**src/rtl/gray_sync_decoder.sv**
```systemverilog
// Receive-side decoder for a Gray count arriving from a foreign clock domain:
// synchronises it, decodes it to binary and classifies each change as up, down or jump.
module gray_sync_decoder #(
  parameter int N           = 4,
  parameter int SYNC_STAGES = 2,
  parameter int ERR_W       = 8
) (
  input  logic             clk,
  input  logic             rst,
  input  logic [N-1:0]     gray_in,
  input  logic             clr_fault,
  output logic [N-1:0]     gray_sync,
  output logic [N-1:0]     bin_out,
  output logic             up,
  output logic             down,
  output logic             fault,
  output logic [ERR_W-1:0] err_count,
  output logic             locked
);

  localparam int                FILL_W   = $clog2(SYNC_STAGES + 2);
  localparam logic [FILL_W-1:0] FILL_MAX = FILL_W'(SYNC_STAGES + 1);

  localparam logic [1:0] INIT  = 2'd0;
  localparam logic [1:0] TRACK = 2'd1;
  localparam logic [1:0] FAULT = 2'd2;

  logic [N-1:0]      sync_q [SYNC_STAGES];
  logic [N-1:0]      dec;
  logic [N-1:0]      bin_inc;
  logic [N-1:0]      bin_dec;
  logic              track_en;
  logic              is_up;
  logic              is_down;
  logic              is_jump;
  logic [1:0]        state;
  logic [1:0]        state_next;
  logic [FILL_W-1:0] fill;
  logic [FILL_W-1:0] fill_next;

  // Plain flop chain: gray_in is only ever sampled by stage 0, nothing sits between stages.
  // NOTE: the synchroniser array is reset like any other register so gray_sync is 0 in reset.
  always_ff @(posedge clk or posedge rst) begin
    if (rst) begin
      for (int i = 0; i < SYNC_STAGES; i++) sync_q[i] <= '0;
    end else begin
      sync_q[0] <= gray_in;
      for (int i = 1; i < SYNC_STAGES; i++) sync_q[i] <= sync_q[i-1];
    end
  end

  assign gray_sync = sync_q[SYNC_STAGES-1];

  // Each binary bit is the XOR of all Gray bits at or above it.
  always_comb begin
    dec = '0;
    for (int i = 0; i < N; i++) dec[i] = ^(gray_sync >> i);
  end

  assign bin_inc  = bin_out + N'(1);
  assign bin_dec  = bin_out - N'(1);
  assign track_en = (state != INIT);
  assign is_up    = track_en && (dec == bin_inc);
  assign is_down  = track_en && (dec == bin_dec);
  assign is_jump  = track_en && (dec != bin_out) && !is_up && !is_down;

  assign fill_next = (fill == FILL_MAX) ? fill : fill + FILL_W'(1);

  // NOTE: state_next gets a default before the case so no path leaves it unassigned (no latch).
  always_comb begin
    state_next = state;
    case (state)
      INIT:    if (fill_next == FILL_MAX) state_next = TRACK;
      TRACK:   if (is_jump) state_next = FAULT;
      FAULT:   if (clr_fault && !is_jump) state_next = TRACK;
      default: state_next = INIT;
    endcase
  end

  // NOTE: non-blocking assignments keep every register sampling pre-edge values.
  always_ff @(posedge clk or posedge rst) begin
    if (rst) begin
      state     <= INIT;
      fill      <= '0;
      bin_out   <= '0;
      up        <= 1'b0;
      down      <= 1'b0;
      err_count <= '0;
    end else begin
      state   <= state_next;
      fill    <= fill_next;
      bin_out <= dec;
      up      <= is_up;
      down    <= is_down;
      if (is_jump && (err_count != '1)) err_count <= err_count + ERR_W'(1);
    end
  end

  assign fault  = (state == FAULT);
  assign locked = (state != INIT);

endmodule

```
**config.mk**
```make
export PLATFORM = sky130hd
export DESIGN_NAME = gray_sync_decoder
export DESIGN_NICKNAME = d
export VERILOG_FILES = /design/src/rtl/gray_sync_decoder.sv
export SDC_FILE = /design/constraint.sdc
export NUM_CORES = 1
export LEC_CHECK = 0
export ABC_AREA = 1
export CAP_MARGIN = 20
export CORE_ASPECT_RATIO = 0.8
export CORE_UTILIZATION = 51
export DETAILED_ROUTE_END_ITERATION = 12
export HOLD_SLACK_MARGIN = 0.12
export PLACE_DENSITY = 0.78
export SETUP_SLACK_MARGIN = 0.1
export SLEW_MARGIN = 20
export SYNTH_ARGS = -nofsm -noshare
export SYNTH_HDL_FRONTEND = slang
export SYNTH_SLANG_ARGS = --single-unit
```
**constraint.sdc**
```tcl
create_clock -name clk -period 2.1 [get_ports clk]
set_clock_uncertainty 0.05 [all_clocks]
set_input_delay 0.42 -clock clk [delete_from_list [all_inputs] [get_ports clk]]
set_output_delay 0.42 -clock clk [all_outputs]
set_load 0.01 [all_outputs]
```
==> impl_metrics.env <==
export IMPL_peakVddDrop_uv=669.2
export IMPL_worstMarginPinSlew_ns=0.3947
export IMPL_cp_max_fo=4
export IMPL_grt_pass1_vias=1169
export IMPL_power_density_nw_per_um2=1000
export IMPL_final_setup_worst_slack_ns=0.1409
export IMPL_first_iter_violations=52
export IMPL_globalplace_congestion=0.8557
export IMPL_slew_violations=0
export IMPL_synth_top_area_share_pct=44.33
export IMPL_routedWlPerCell_um=11.34
export IMPL_dieHeight_um=49.98
export IMPL_syn_to_final_growth_pct=24.89
export IMPL_p_total_mw=1.833
export IMPL_clk_latency_ns=0.33
export IMPL_grt_pass1_wl_um=4836
export IMPL_r2r_setup_slack_ns=0.21
export IMPL_setup_viol=0
export IMPL_min_period_ns=1.959
export IMPL_hold_class="reg2reg"
export IMPL_cts_sinks=26
export IMPL_cp_data_arrival_time_ns=1.49
export IMPL_clockPowerShare_pct=19.1
export IMPL_wl_um=2813
export IMPL_grt_met1_usage_pct=27.07
export IMPL_netlist_area_um2=1468
export IMPL_hold_viol=0
export IMPL_cts_buffers=3
export IMPL_hpwl_um=2093
export IMPL_critPathLaunchType="flip-flop"
export IMPL_drive_above_1_share_pct=16.19
export IMPL_fin_nets=221
export IMPL_path_clk_slew_ns=0.15
export IMPL_dp_slack_ns=0.1517
export IMPL_setup_tns_ns=0
export IMPL_die_w_um=61.98
export IMPL_globalRouteTotalUtil_pct=21.19
export IMPL_n_fill_cell=217
export IMPL_max_freq_ghz=0.5104
export IMPL_rsz0062_at_grt="yes"
export IMPL_relSlewSlack_pct=73.49
export IMPL_cap_violations=0
export IMPL_final_cell_mix="62 x nand2_1, 25 x clkdlybuf4s50_1, 22 x dfrtp_1"
export IMPL_status="finished clean"
export IMPL_leakage_nw=0.9527
export IMPL_grt_busiest_layer="met2"
export IMPL_p_seq_share_pct=36.8
export IMPL_diodes=0
export IMPL_ant_nets=0
export IMPL_hold_ws_ns=0.3127
export IMPL_rows=17
export IMPL_cts_root_buf="clkbuf_4"
export IMPL_synth_cells=181
export IMPL_use_met2_pct=33.87
export IMPL_firstDrtPassIters=4
export IMPL_hp_start="sync_q[6]$_DFF_PP0_"
export IMPL_required_ns=1.63
export IMPL_worstReg2RegStart="gray_sync[3]$_DFF_PP0_"
export IMPL_hold_buffers=0
export IMPL_switching_power_mw=0.6867
export IMPL_path_class="reg2out"
export IMPL_hold_path_depth=0
export IMPL_synth_fp_nets=191
export IMPL_grtUsageMet3_pct=6.299
export IMPL_initial_core_util_pct=53.49
export IMPL_tritoncts="done"
export IMPL_drc_errors=0
export IMPL_grt_max_degree=27
export IMPL_htree_levels=1
export IMPL_final_cells=248
export IMPL_portBuffers=26
export IMPL_yosysWarnings=0
export IMPL_final_common_cell="nand2_1"
export IMPL_ctsLongestPathBuffers=2
export IMPL_ys_seq_area_share_pct=44.33
export IMPL_p_int_mw=1.146
export IMPL_grt_overflow=0
export IMPL_boundaryPins=27
export IMPL_dp_cells=241
export IMPL_viasPerCell=4.988
export IMPL_ys_ff_latch=26
export IMPL_antenna_found_initial=0
export IMPL_yosys_area_top_type="dfrtp_1"
export IMPL_ys_types=25
export IMPL_startpoint="state[0]$_DFFE_PP0P_"
export IMPL_syn_area_per_cell_um2=8.109
export IMPL_fin_crit_sh_pct=93.29
export IMPL_route_vias_total=1237
export IMPL_netSwitchingFraction_pct=37.47
export IMPL_cp_end_kind="primary output"
export IMPL_r2r_cells=12
export IMPL_p_comb_share_pct=44.1
export IMPL_dieArea_um2=3098
export IMPL_coreArea_um2=2744
export IMPL_ys_top_cells_by_area="dfrtp_1 44%, nand2_1 16%, inv_1 5.4%"
-- power groups by stage --
stage	Combinational [mW]	Clock, mW	Sequential [mW]
floorplan	0.508	0	0.693
global placement	0.763	0	0.679
detailed placement	0.786	0	0.682
CTS	0.796	0.357	0.674
global route	0.897	0.373	0.690
finish	0.809	0.350	0.674
-- final cells by class --
type	instances	area, um^2	area share [%]
well taps	38	47.55	2.594
repair buffers	30	292.8	15.97
multi-input cells	126	689.4	37.61
flip-flops and latches	26	655.6	35.77
clock buffers	3	22.52	1.229
clock inverters	1	30.03	1.638
inverters	24	95.09	5.188
-- registers in the layout, indices dropped and copies added, names as in the netlist --
register	count
state	2
up	1
gray_sync	4
sync_q	4
fill	2
down	1
bin_out	4
err_count	8
-- logic make-up after synthesis --
kind of cell / after synthesis / synth area share, %
buffers and inverters: 29 / 8.867
XOR/XNOR: 8 / 4.774
adder cells (fa/ha/maj): 3 / 2.558
AND/OR/NAND/NOR: 107 / 36.32
flip-flops: 26 / 44.33
AO/OA/AOI/OAI: 8 / 3.154
-- final timing paths --
kind	end
setup / recovery	locked
hold / removal	gray_sync[2]$_DFF_PP0_
setup reg to reg	err_count[2]$_DFFE_PP0P_
hold reg to reg	gray_sync[2]$_DFF_PP0_
max in group asynchronous	bin_out[1]$_DFF_PP0_
min in group asynchronous	gray_sync[2]$_DFF_PP0_
-- metal layers --
layer	routed length, um	up-vias	share of wire, %
met2	1344	40	48
met4	79	0	2.8
met1	1234	575	44
met5	0	-	0
met3	154	10	5.5
li1	-	612	-
-- per-stage QoR --
stage               util, %  instance area (um^2)
floorplan                 -                  1468
global placement      63.70                  1748
detailed placement    63.70                  1748
CTS                   65.71                  1803
global route          66.80                  1833
finish                66.80                  1833
-- Yosys cell counts --
| cell type | instances |
|---|---|
| nand2_2 | 4 |
| buf_4 | 4 |
| xnor2_1 | 3 |
| nor2_1 | 10 |
| nor2_8 | 1 |
| a21oi_1 | 2 |
| nand2_8 | 1 |
| nor3_1 | 2 |
| xor2_1 | 5 |
| nand3_2 | 4 |
| o21ai_0 | 1 |
| o21ai_1 | 3 |
| nand2_4 | 5 |
| or2_2 | 1 |
| inv_1 | 21 |
| nand2_1 | 63 |
| nand4_1 | 1 |
| clkinv_4 | 1 |
| nand3_1 | 15 |
| o31ai_1 | 1 |
| inv_2 | 2 |
| o21ai_2 | 1 |
| ha_1 | 3 |
| buf_2 | 1 |
| dfrtp_1 | 26 |
-- critical path, cell delays in order (launching register included) --
cell and delay (ns):
dfrtp_1 0.40, inv_1 0.09, nand2_2 0.12, clkdlybuf4s50_1 0.55
-- timing repair --
item | CTS | global route
setup endpoints to repair | 1 | 13
setup buffers | 0 | 3
pin swaps | 0 | 0
cloned | 0 | 0
resized for setup | 1 | 6
Note: power is estimated with default switching activity, not from simulation.
